==> src/rtl/cc_last_register_writer.sv <==
// Goal-row ("last register") write side for the Frogger datapath.
// A frog arriving in the top row requests a write with a 4-phase handshake;
// a valid one-hot column not yet occupied is OR-ed into the goal register
// and counted. Invalid requests pulse collision instead. A complete row is
// flagged on full_OutLow.
// Optional build macro: LASTREGISTERWRITER_AUTOCLEAR_EN. When defined, the
// full state clears itself after LASTREGISTERWRITER_HOLDCYCLES cycles.
//
// state | meaning
// IDLE  | wait for arrive low, capture frog column
// CHECK | evaluate captured column (collision low here if invalid)
// WRITE | commit column into goal register, bump count
// ACK   | ack low until arrive released
// FULL  | row complete, requests ignored
module cc_last_register_writer #(
  parameter int LASTREGISTERWRITER_DATAWIDTH  = 8,
  parameter int LASTREGISTERWRITER_COUNTWIDTH = 4,
  parameter int LASTREGISTERWRITER_HOLDCYCLES = 4
) (
  input  logic                                     CC_LastRegisterWRITER_CLOCK_50,
  input  logic                                     CC_LastRegisterWRITER_RESET_InLow,
  input  logic [LASTREGISTERWRITER_DATAWIDTH-1:0]  CC_LastRegisterWRITER_frog_InBUS,
  input  logic                                     CC_LastRegisterWRITER_arrive_InLow,
  input  logic                                     CC_LastRegisterWRITER_clear_InLow,
  output logic [LASTREGISTERWRITER_DATAWIDTH-1:0]  CC_LastRegisterWRITER_dataLastRegister_OutBUS,
  output logic                                     CC_LastRegisterWRITER_ack_OutLow,
  output logic                                     CC_LastRegisterWRITER_collision_OutLow,
  output logic                                     CC_LastRegisterWRITER_full_OutLow,
  output logic [LASTREGISTERWRITER_COUNTWIDTH-1:0] CC_LastRegisterWRITER_count_OutBUS
);

  localparam int DW = LASTREGISTERWRITER_DATAWIDTH;
  localparam int CW = LASTREGISTERWRITER_COUNTWIDTH;

  // Count must be able to reach DATAWIDTH; the hold time must be at least one cycle.
  if (CW < $clog2(DW + 1) || LASTREGISTERWRITER_HOLDCYCLES < 1) begin : g_bad_params
    $error("cc_last_register_writer: invalid parameter combination");
  end

  typedef enum logic [2:0] {
    ST_IDLE  = 3'd0,
    ST_CHECK = 3'd1,
    ST_WRITE = 3'd2,
    ST_ACK   = 3'd3,
    ST_FULL  = 3'd4
  } state_t;

  state_t        state_q, state_d;
  logic [DW-1:0] data_q, data_d;
  logic [DW-1:0] cap_q, cap_d;
  logic          cap_ok_q, cap_ok_d;
  logic [CW-1:0] count_q, count_d;
  logic          ack_q, ack_d;
  logic          coll_q, coll_d;
  logic          full_q, full_d;
  logic          frog_onehot;
  logic          frog_valid;

`ifdef LASTREGISTERWRITER_AUTOCLEAR_EN
  localparam int HW = $clog2(LASTREGISTERWRITER_HOLDCYCLES + 1);
  logic [HW-1:0] hold_q, hold_d;
`endif

  // Validity is judged against the register at capture time; the register
  // cannot change between capture and CHECK, so collision can be registered
  // and still land exactly on the CHECK cycle.
  assign frog_onehot = (CC_LastRegisterWRITER_frog_InBUS != '0) &&
                       ((CC_LastRegisterWRITER_frog_InBUS &
                         (CC_LastRegisterWRITER_frog_InBUS - DW'(1))) == '0);
  assign frog_valid  = frog_onehot && ((CC_LastRegisterWRITER_frog_InBUS & data_q) == '0);

  // Next-state and registered-output logic; clear overrides everything last.
  always_comb begin
    state_d  = state_q;
    data_d   = data_q;
    cap_d    = cap_q;
    cap_ok_d = cap_ok_q;
    count_d  = count_q;
    ack_d    = 1'b1;
    coll_d   = 1'b1;
    full_d   = 1'b1;
`ifdef LASTREGISTERWRITER_AUTOCLEAR_EN
    hold_d   = hold_q;
`endif
    unique case (state_q)
      ST_IDLE: begin
        if (!CC_LastRegisterWRITER_arrive_InLow) begin
          cap_d    = CC_LastRegisterWRITER_frog_InBUS;
          cap_ok_d = frog_valid;
          coll_d   = frog_valid;
          state_d  = ST_CHECK;
        end
      end
      ST_CHECK: begin
        if (cap_ok_q) begin
          state_d = ST_WRITE;
        end else begin
          state_d = ST_ACK;
          ack_d   = 1'b0;
        end
      end
      ST_WRITE: begin
        data_d  = data_q | cap_q;
        count_d = (count_q == CW'(DW)) ? count_q : count_q + CW'(1);
        state_d = ST_ACK;
        ack_d   = 1'b0;
      end
      ST_ACK: begin
        if (CC_LastRegisterWRITER_arrive_InLow) begin
          if (&data_q) begin
            state_d = ST_FULL;
            full_d  = 1'b0;
`ifdef LASTREGISTERWRITER_AUTOCLEAR_EN
            hold_d  = HW'(LASTREGISTERWRITER_HOLDCYCLES);
`endif
          end else begin
            state_d = ST_IDLE;
          end
        end else begin
          ack_d = 1'b0;
        end
      end
      ST_FULL: begin
`ifdef LASTREGISTERWRITER_AUTOCLEAR_EN
        if (hold_q == HW'(1)) begin
          data_d  = '0;
          count_d = '0;
          state_d = ST_IDLE;
        end else begin
          hold_d = hold_q - HW'(1);
          full_d = 1'b0;
        end
`else
        full_d = 1'b0;
`endif
      end
      default: state_d = ST_IDLE;
    endcase

    if (!CC_LastRegisterWRITER_clear_InLow) begin
      state_d = ST_IDLE;
      data_d  = '0;
      count_d = '0;
      ack_d   = 1'b1;
      coll_d  = 1'b1;
      full_d  = 1'b1;
    end
  end

  // State and output registers with synchronous active-low reset.
  always_ff @(posedge CC_LastRegisterWRITER_CLOCK_50) begin
    if (!CC_LastRegisterWRITER_RESET_InLow) begin
      state_q  <= ST_IDLE;
      data_q   <= '0;
      cap_q    <= '0;
      cap_ok_q <= 1'b0;
      count_q  <= '0;
      ack_q    <= 1'b1;
      coll_q   <= 1'b1;
      full_q   <= 1'b1;
`ifdef LASTREGISTERWRITER_AUTOCLEAR_EN
      hold_q   <= '0;
`endif
    end else begin
      state_q  <= state_d;
      data_q   <= data_d;
      cap_q    <= cap_d;
      cap_ok_q <= cap_ok_d;
      count_q  <= count_d;
      ack_q    <= ack_d;
      coll_q   <= coll_d;
      full_q   <= full_d;
`ifdef LASTREGISTERWRITER_AUTOCLEAR_EN
      hold_q   <= hold_d;
`endif
    end
  end

  assign CC_LastRegisterWRITER_dataLastRegister_OutBUS = data_q;
  assign CC_LastRegisterWRITER_count_OutBUS            = count_q;
  assign CC_LastRegisterWRITER_ack_OutLow              = ack_q;
  assign CC_LastRegisterWRITER_collision_OutLow        = coll_q;
  assign CC_LastRegisterWRITER_full_OutLow             = full_q;

endmodule

==> config.mk <==
export PLATFORM = sky130hd
export DESIGN_NAME = cc_last_register_writer
export DESIGN_NICKNAME = d
export VERILOG_FILES = /design/src/rtl/cc_last_register_writer.sv
export SDC_FILE = /design/constraint.sdc
export NUM_CORES = 1
export LEC_CHECK = 0
export CORE_AREA = 2 2 57 59
export CTS_CLUSTER_SIZE = 8
export DETAILED_ROUTE_END_ITERATION = 8
export DIE_AREA = 0 0 59 61
export HOLD_SLACK_MARGIN = 0.06
export PLACE_DENSITY = 0.65
export SYNTH_ARGS = -nofsm -noshare
export SYNTH_HDL_FRONTEND = slang
export SYNTH_SLANG_ARGS = --single-unit
==> constraint.sdc <==
create_clock -name CC_LastRegisterWRITER_CLOCK_50 -period 2.07 [get_ports CC_LastRegisterWRITER_CLOCK_50]
set_clock_uncertainty 0.05 [all_clocks]
set_input_delay 0.414 -clock CC_LastRegisterWRITER_CLOCK_50 [delete_from_list [all_inputs] [get_ports CC_LastRegisterWRITER_CLOCK_50]]
set_output_delay 0.414 -clock CC_LastRegisterWRITER_CLOCK_50 [all_outputs]
set_load 0.01 [all_outputs]
# Word-level counts from Yosys, hierarchy flattened
# Cells that the tools add are included.
dict set report op_classes {
  add_sub_neg 2
  eq_ne 7
  muxes 11
  bitwise 9
  n_reduce_logical 12
}
# op n
set op_table {}
lappend op_table {{bitwise AND 8 bit} 2}
lappend op_table {{zero test 8 bit} 2}
lappend op_table {{case mux 3 bit (5 select lines)} 1}
lappend op_table {{2-to-1 mux 3 bit} 3}
lappend op_table {{OR 8 bit} 1}
lappend op_table {{AND reduction 8 bit} 1}
lappend op_table {{nonzero test 8 bit} 1}
lappend op_table {{subtractor 8 x 1 -> 8 bit, second input constant} 1}
lappend op_table {{equality test 3 x 2 -> 1 bit, second input constant} 2}
lappend op_table {{NOT 1 bit} 6}
lappend op_table {{AND reduction 2 bit} 3}
lappend op_table {{2-to-1 mux 1 bit} 5}
lappend op_table {{adder 4 x 1 -> 4 bit, second input constant} 1}
lappend op_table {{equality test 4 bit, second input constant} 1}
lappend op_table {{inequality test 2 bit, second input constant} 2}
lappend op_table {{OR reduction 4 bit} 1}
lappend op_table {{equality test 3 x 1 -> 1 bit, second input constant} 1}
lappend op_table {{equality test 3 bit, second input constant} 1}
lappend op_table {{zero test 3 bit} 1}
lappend op_table {{case mux 1 bit (3 select lines)} 1}
lappend op_table {{AND reduction 3 bit} 1}
lappend op_table {{logical AND 1 bit} 2}
lappend op_table {{case mux 1 bit (2 select lines)} 1}
dict set report word_totals {
  regBits 27
  in_bits 12
  output_inout_bits 15
  wordCells 49
}

# Logic depth before layout (Yosys ltp)
dict set report logic_depth {
  depth_word 5
  ltp_mapped 6
  mapped_depth_nobuf 6
}

# Worst setup path after synthesis
# Ideal clock, no wire load.
dict set report synth_path {
  kind {in2reg}
  start {input CC_LastRegisterWRITER_frog_InBUS[0]}
  end {register cap_ok_q}
  setup_time_ps 96
  t_arrival_ps 1407
  required_time_ps 1924
  slack_ps 518
  path_stages 4
  path_buffers 0
  path_cell_list {or3_4 o31ai_2 a31oi_1 o41ai_2}
}
dict set report synth_between {
  elab_chain_cells 5
  elab_cells_between_ends 8
}
# element line
set synth_lines {}
lappend synth_lines {{from (decl)} 22} ;# input logic [LASTREGISTERWRITER_DATAWIDTH-1:0] CC_LastRegisterWRITER_frog_InBUS,
lappend synth_lines {{subtractor 8 x 1 -> 8 bit} 69} ;# (CC_LastRegisterWRITER_frog_InBUS - DW'(1))) == '0);
lappend synth_lines {{bitwise AND 8 bit} 68} ;# ((CC_LastRegisterWRITER_frog_InBUS &
lappend synth_lines {{zero test 8 bit} 68}
lappend synth_lines {{logical AND 1 bit} 67} ;# assign frog_onehot = (CC_LastRegisterWRITER_frog_InBUS != '0) &&
lappend synth_lines {{logical AND 1 bit *} 70} ;# assign frog_valid = frog_onehot && ((CC_LastRegisterWRITER_frog_InBUS & data_q) == '0);
lappend synth_lines {{to (signal assigned)} 168} ;# cap_ok_q <= cap_ok_d;
lappend synth_lines {{to (decl)} 51} ;# logic cap_ok_q, cap_ok_d;
# Mark *: on every way between the ends. The rest lies on a longest branch, timed or not.
# A chain may end at the register's enable or synchronous reset.

# Final worst setup path
dict set report layout_path {
  start {register data_q[6], in the netlist CC_LastRegisterWRITER_dataLastRegister_OutBUS[6]}
  end {output CC_LastRegisterWRITER_dataLastRegister_OutBUS[6]}
}
# element line
set layout_lines {}
lappend layout_lines {{from (decl)} 49} ;# logic [DW-1:0] data_q, data_d;
lappend layout_lines {{from (signal assigned)} 166} ;# data_q <= data_d;
lappend layout_lines {{to (decl)} 25} ;# output logic [LASTREGISTERWRITER_DATAWIDTH-1:0] CC_LastRegisterWRITER_dataLastRegister_OutBUS,
# No word-level cell between the ends.

==> results.toml <==
[setup_path]
slowest_delay_ns = 0.57
crit_required_ns = 1.61
reg2regPathDepth = 5
critical_path_buf_inv_count = 1
cpMaxStageDelayCell = "clkdlybuf4s50_1"
path_cells = "clkdlybuf4s50_1"
worst_ep_arrival_time_ns = 1.33
crit_cells = 1
cp-start-kind = "flip-flop"
cp_max_fo = 4
crit_path_end_kind = "output port"
critical_path_class = "reg -> out"
crit_family = "buffers and inverters"

[worst_hold_path]
hold_class = "reg -> reg"
hold_depth = 2

[logic_synthesis]
syn_inst = 134
ys_seq_area_share_pct = 46.6
yosys_warnings = 0
synth-seq-cells = 27
synthDistinctLibCells = 33
avgSynthCellArea_um2 = 8.67
async_flop_share_pct = 0
synth_area_mm2 = 0.00116
synthesis.nets = 148
synth_edf_count = 0
synth-main-ff-cell = "dfxtp_1"

[clocking]
ctsHoldBuffers = 0
post_cts_resized = 0
cts_num_sinks = 27
clkSlewWorstSetupHoldPaths_ns = 0.14
clock_path_buffers = 2
cts_root_buffer = "clkbuf_4"
clkLatencyLatePin_ns = 0.33
tritoncts = "done"
cts_setup_buffers = 0
htreeDepth = 1
cts_buffers = 3

[finish]
syn_to_final_growth_pct = 34.4
final_common_cell = "dfxtp_1"
utilization_pct = 52.8
drive_gt1_share_pct = 12.3
fillers = 294
final_cell_mix = "27 x dfxtp_1, 26 x clkdlybuf4s50_1, 22 x nand2_1, 16 x nor2_1, 13 x buf_4"
multi_input_comb_area_um2 = 587
nets = 186
diodes = 0
final_cell_area_mm2 = 0.00156
regArea_um2 = 541

[place]
placed_cell_area_mm2 = 0.00153
hpwl_mm = 2.06
gp_congestion = 0.831
port_buffers = 26

[global_routing]
grt_pass1_vias = 1037
gr-total-overflow = 0
antenna_found_initial = 0
grt_usage_pct = 17.3
grt_pass1_wl_mm = 4.67
grt_max_degree = 15

[flow_run]
drv_cap = 0

[die]
initial_core_util_pct = 39.3
die_area_mm2 = 0.00360
io_pins = 27
die_h_um = 61
rows = 20
core_mm2 = 0.00295
die_w_um = 59

[power]
sequentialPowerShare_pct = 61.3
p_clk_share_pct = 26.0
p_total_mw = 0.886
p_sw_share_pct = 24.6
power_density_mw_per_mm2 = 568
p_int_mw = 0.668
ir_drop_v = 0.000343
leakagePower_nw = 0.562
p_switching_mw = 0.218
p_comb_share_pct = 12.7

[timing]
setup_viol = 0
tightest_slew_ns = 0.386
finalCritPeriodShare_pct = 86.5
maxSlewViolCount = 0
hold_slack_ns = 0.428
fmax_mhz = 559
rsz0062_at_grt = "false"
finalCriticalPeriod_ns = 1.79
hold_viol_final = 0
slew_headroom_pct = 74.2

[route]
dr_wl_met3_um = 87
wl_mm = 2.77
route.met2.wl_mm = 1.34
firstDrtPassIters = 4
routed.top_layer = "met4"
drc = 0
vias = 1094
vias_per_cell = 5.36
wirelength_met1_mm = 1.27
first_iter_violations = 49
ant_nets = 0
wl_per_cell_um = 13.6

[outcome]
status = "finished, final reports clean"
[cell usage after synthesis (3+ instances only)]
cell	number	area share (%)
a21oi_1	11	4.7
nand2b_1	3	1.6
buf_2	3	1.3
nor2_1	16	5.2
clkbuf_1	3	0.97
nand2_1	22	7.1
dfxtp_1	27	47
a21boi_0	8	5.2
nand3_1	5	2.2
o21ai_0	3	1.3
nand4_1	3	1.6
[routing by layer]
metal,global-route usage [%],up-vias
met5,0,-
met4,9.42,0
met3,2.35,7
met2,28.3,23
met1,22.2,523
li1,-,541
[per-stage QoR]
stage / setup WS [ns] / std cells / setup TNS (ns)
final: 0.280 / 204 / 0
after global routing: 0.207 / 204 / 0
after CTS: 0.274 / 204 / 0
after detailed placement: -0.00336 / 200 / -0.00336
after global placement: 0.0243 / 200 / 0
after floorplan: 0.518 / 134 / 0
[power by group through the flow]
stage | combinational [mW] | sequential (mW) | clock (mW)
3_5_place_dp | 0.112 | 0.555 | 0
5_1_grt | 0.125 | 0.545 | 0.257
2_1_floorplan | 0.0512 | 0.550 | 0
3_3_place_gp | 0.110 | 0.554 | 0
6_report | 0.113 | 0.543 | 0.230
4_1_cts | 0.112 | 0.543 | 0.239
[flip-flops by register name, summed over array words and instances, names as in the netlist]
| name | count |
|---|---|
| CC_LastRegisterWRITER_dataLastRegister_OutBUS | 8 |
| cap_q | 8 |
| CC_LastRegisterWRITER_count_OutBUS | 4 |
| state_q | 3 |
| CC_LastRegisterWRITER_ack_OutLow | 1 |
| CC_LastRegisterWRITER_collision_OutLow | 1 |
| CC_LastRegisterWRITER_full_OutLow | 1 |
| cap_ok_q | 1 |
[path summary, 6_finish.rpt]
check                                                            end                     from  slack [ns]
setup / recovery    CC_LastRegisterWRITER_dataLastRegister_OutBUS[6]                flip-flop        0.28
setup reg to reg  CC_LastRegisterWRITER_count_OutBUS[3]$_SDFFE_PN0P_  state_q[1]$_SDFFE_PN0P_        0.50
hold / removal                                 cap_q[3]$_SDFFE_PN0P_    cap_q[3]$_SDFFE_PN0P_        0.43
hold reg to reg                                cap_q[3]$_SDFFE_PN0P_    cap_q[3]$_SDFFE_PN0P_        0.43
[cell type report]
cell class | count | area share (%)
Tap cell | 33 | 2.65
Timing Repair Buffer | 39 | 22.9
Sequential cell | 27 | 34.6
Clock buffer | 4 | 1.68
Inverter | 2 | 0.481
Multi-Input combinational cell | 99 | 37.6
[kinds of logic (layout without fill, tap and decap cells)]
family	Yosys count	after routing	synth area share, %
DFF	27	27	46.6
adders and majority gates	2	2	2.15
xor gates and xnor gates	4	4	3.02
buffers and inverters	8	45	2.91
AOI/OAI and AO/OA	31	31	18.4
and+or+nand+nor	62	62	26.9
Note: power is estimated with default switching activity, not from simulation.
==> patch 1, RTL diff (same flow settings) <==
Encoding of `state_t`: now Gray code (3 bits for 5 states).
--- a/src/rtl/cc_last_register_writer.sv
+++ b/src/rtl/cc_last_register_writer.sv
@@ -38,11 +38,11 @@
   end
 
   typedef enum logic [2:0] {
-    ST_IDLE  = 3'd0,
-    ST_CHECK = 3'd1,
-    ST_WRITE = 3'd2,
-    ST_ACK   = 3'd3,
-    ST_FULL  = 3'd4
+    ST_IDLE  = 3'b000,
+    ST_CHECK = 3'b001,
+    ST_WRITE = 3'b011,
+    ST_ACK   = 3'b010,
+    ST_FULL  = 3'b110
   } state_t;
 
   state_t        state_q, state_d;
Behaviour: no difference found for any inputs over 10 cycles, from zero or initial values and one cycle with CC_LastRegisterWRITER_RESET_InLow low; not proved beyond that.
==> patch 1 against the unedited design <==
Sequential cell count unchanged. Routed wire length fell by 2.5%. Power shrank 1.6%. Area after synthesis down 1.8%. Design area shrank 2.5%. Die area is the same. Setup slack got worse by 0.034 ns. Combinational power shrank 12%. Sequential share of layout area up 0.88 points. Synthesized cell count fell by 4.5%.
==> patch 1: results <==
metrics = {
    "status": {
        "outcome": "finished clean",
    },
    "route": {
        "route.detailed.vias_per_inst": 5.33,
        "drtIter0Drc": 19,
        "wirelength_mm": 2.70,
        "dr.pass1.iters": 5,
    },
    "worst_setup_path": {
        "cp.arrival_ns": 2.01,
        "rr_endpoint": "CC_LastRegisterWRITER_full_OutLow",
        "cp_slowest_cell": "or4_4",
        "r2r_cells": 4,
    },
    "place": {
        "post_dp_cell_area_sq_um": 1490,
        "gp_congestion": 0.759,
        "hpwl_mm": 1.98,
    },
    "logic_synthesis": {
        "ys_seq_area_share_pct": 47.4,
        "yosys-top-cells-count": "27 x dfxtp_1, 21 x nand2_1, 14 x nor2_1",
        "yosysWarningCount": 0,
        "netlist.area_leader.share_pct": 47.4,
    },
    "grt": {
        "grt_pass1_vias": 930,
        "grt_max_degree": 18,
    },
    "timing": {
        "relSlewSlack_pct": 74.3,
        "hold_ws_ns": 0.427,
    },
    "pwr": {
        "p_leak_uw": 0.000534,
        "switchingPower_uw": 217,
        "vdd_drop_max_mv": 0.241,
    },
    "finish": {
        "final_net_count": 178,
        "layout-drive-gt1-share_pct": 11.0,
    },
}
-- patch 1: per-stage QoR --
step	utilization, %	setup WS (ns)	std cells	power [uW]	setup TNS [ns]
floorplan	-	0.418	128	593	0
global placement	50.6	-0.0532	192	648	-0.0966
detailed placement	50.6	-0.109	192	651	-0.215
CTS	51.5	0.236	196	880	0
global route	51.5	0.199	196	904	0
finish	51.5	0.246	196	872	0
-- patch 1: cell type report --
cell class	count	area, sq um
Fill cell	292	1430
Inverter	4	15.0
Clock inverter	1	5.00
Sequential cell	27	541
Timing Repair Buffer	35	328
Clock buffer	3	22.5
Multi-Input combinational cell	93	569
Tap cell	33	41.3
-- patch 1: logic make-up (layout without fill, tap and decap cells) --
| kind of cell | Yosys count | count (layout) | share of synthesized area, % |
|---|---|---|---|
| compound gates | 34 | 34 | 21.8 |
| xor+xnor | 3 | 3 | 2.31 |
| fa+ha+maj | 2 | 2 | 2.20 |
| buf+inv | 8 | 43 | 2.63 |
| flops | 27 | 27 | 47.4 |
| simple gates | 54 | 54 | 23.6 |
-- patch 1: how the worst max path moves through the flow --
stage                                         from                                          endpoint
2_1_floorplan  CC_LastRegisterWRITER_frog_InBUS[0]                                          cap_ok_q
3_3_place_gp   CC_LastRegisterWRITER_frog_InBUS[0]                                          cap_ok_q
3_5_place_dp   CC_LastRegisterWRITER_frog_InBUS[1]                                          cap_ok_q
4_1_cts                                       flop  CC_LastRegisterWRITER_dataLastRegister_OutBUS[6]
5_1_grt        CC_LastRegisterWRITER_frog_InBUS[0]            CC_LastRegisterWRITER_collision_OutLow
6_report       CC_LastRegisterWRITER_frog_InBUS[0]                                          cap_ok_q
-- patch 1: routing by layer --
layer / wire (um) / track usage [%] / part of all wire [%] / vias up
li1: - / - / - / 526
met1: 1260 / 22.0 / 47 / 484
met2: 1210 / 24.8 / 45 / 31
met3: 191 / 3.62 / 7.1 / 4
met4: 38 / 7.79 / 1.4 / 0
met5: 0 / 0 / 0 / -
-- patch 1: power groups by stage --
| stage | clock [uW] | combinational (uW) | sequential [uW] |
|---|---|---|---|
| after global routing | 253 | 109 | 542 |
| after global placement | 0 | 97.4 | 551 |
| after detailed placement | 0 | 99.4 | 552 |
| final | 232 | 99.2 | 540 |
| after floorplan | 0 | 42.8 | 550 |
| after CTS | 240 | 99.6 | 540 |
-- patch 1: worst max-delay path, delay by kind of cell --
| kind | cells | cell delay (ns) |
|---|---|---|
| AOI/OAI and AO/OA | 3 | 0.60 |
| buffers and inverters | 1 | 0.42 |
| and+or+nand+nor | 1 | 0.57 |
==> patch 2, RTL diff (same flow settings) <==
Made on the original files. Set the parameter `LASTREGISTERWRITER_DATAWIDTH` to 4 (it was 8).
--- a/src/rtl/cc_last_register_writer.sv
+++ b/src/rtl/cc_last_register_writer.sv
@@ -13,7 +13,7 @@
 // ACK   | ack low until arrive released
 // FULL  | row complete, requests ignored
 module cc_last_register_writer #(
-  parameter int LASTREGISTERWRITER_DATAWIDTH  = 8,
+  parameter int LASTREGISTERWRITER_DATAWIDTH  = 4,
   parameter int LASTREGISTERWRITER_COUNTWIDTH = 4,
   parameter int LASTREGISTERWRITER_HOLDCYCLES = 4
 ) (
Ports: changed (resized CC_LastRegisterWRITER_dataLastRegister_OutBUS and CC_LastRegisterWRITER_frog_InBUS); port bits go from 27 to 19. No check against the original RTL was run, so the function may have changed too.
==> patch 2 against the unedited design <==
Design area decreased by 32%. Clock power decreased by 23%. Sequential cell count decreased by 8. First-iteration DRC count decreased by 41%. Power decreased by 29%. Maximum frequency increased by 3.0%. Area after synthesis decreased by 29%. Routed wire length decreased by 42%. Setup slack improved by 0.052 ns. Largest cell class unchanged. Critical path depth unchanged. Die area unchanged. Worst hold slack improved by 0.026 ns. Combinational power decreased by 37%. Utilization decreased by 17 points. Critical endpoint is now CC_LastRegisterWRITER_dataLastRegister_OutBUS[2].
==> patch 2: results <==
metrics = {
    "status": {
        "outcome": "finished clean",
    },
    "place": {
        "hpwl_mm": 1.24,
        "gp_congestion": 0.854,
        "io_buffers": 18,
    },
    "min_path": {
        "hp-start": "cap_ok_q",
        "hold_end": "cap_ok_q",
    },
    "timing": {
        "worst_pin_slew_ns": 0.482,
        "hold_ws_ns": 0.454,
    },
    "logic_synthesis": {
        "yosys.area_share.xor_xnor_pct": 5.30,
        "syn-num-nets": 96,
        "synth_compound_area_share_pct": 9.68,
        "yosys-top-cells-count": "19 x dfxtp_1, 12 x nor2_1, 7 x a21oi_1, 7 x nand2_1",
        "yosys-top-cells-area": "dfxtp_1 46%, mux2i_1 6.1%, nor2_1 5.4%",
        "yosys.area_share.adder_pct": 3.03,
    },
    "route": {
        "met3_length_um": 40,
        "dr_total_vias": 660,
        "drtIter0Drc": 29,
        "highest_layer": "met3",
        "drt-met1-wl_um": 771,
        "dr_wl_met2_um": 786,
    },
    "pwr": {
        "power.density_nw_per_um2": 594,
        "switchingPower_uw": 141,
        "vdd_drop_max_mv": 0.190,
        "p_seq_share_pct": 60.8,
        "p_comb_share_pct": 11.3,
        "p_leak_uw": 0.000377,
    },
    "finish": {
        "multi_input_gates": 62,
        "layout-drive-gt1-share_pct": 6.54,
        "buffer_area_share_pct": 18.4,
        "final-clk-cell-share_pct": 2.47,
        "nFillCells": 324,
        "multi_input_area_share_pct": 38.8,
        "seq_share_pct": 35.8,
        "final_net_count": 118,
    },
    "worst_setup_path": {
        "cp.arrival_ns": 1.27,
        "reg2reg_slack_ns": 0.64,
        "r2r_cells": 4,
        "reg2reg_from": "state_q[0]",
    },
    "grt": {
        "grt_max_degree": 11,
        "grt_pass1_vias": 642,
        "grt_pass1_wl_mm": 2.73,
    },
    "clocking": {
        "worstSkewPairLatency_ns": 0.28,
        "path_clk_slew_ns": 0.10,
    },
}
[patch 2: cell count changes after synthesis, sizes merged, moves of 5 or more]
cell and delta:
a21boi -7, dfxtp -8, mux2i +5, nand2 -15
[patch 2: worst max path at each step]
stage,to,slack (ns),depth (start not counted)
6_report,CC_LastRegisterWRITER_dataLastRegister_OutBUS[2],0.33,1
5_1_grt,CC_LastRegisterWRITER_dataLastRegister_OutBUS[3],0.28,1
4_1_cts,CC_LastRegisterWRITER_dataLastRegister_OutBUS[1],0.32,1
3_5_place_dp,CC_LastRegisterWRITER_full_OutLow,0.21,5
3_3_place_gp,CC_LastRegisterWRITER_full_OutLow,0.27,5
2_1_floorplan,cap_q[0],0.77,4
[patch 2: metal layers]
metal	vias up	global-route usage, %
met5	-	0
li1	337	-
met2	14	17.0
met4	0	2.92
met3	0	2.13
met1	309	12.5
[patch 2: through the flow]
step	power (uW)	cells
2_1_floorplan	434	86
3_3_place_gp	462	136
3_5_place_dp	464	136
4_1_cts	641	140
5_1_grt	662	140
6_report	631	140
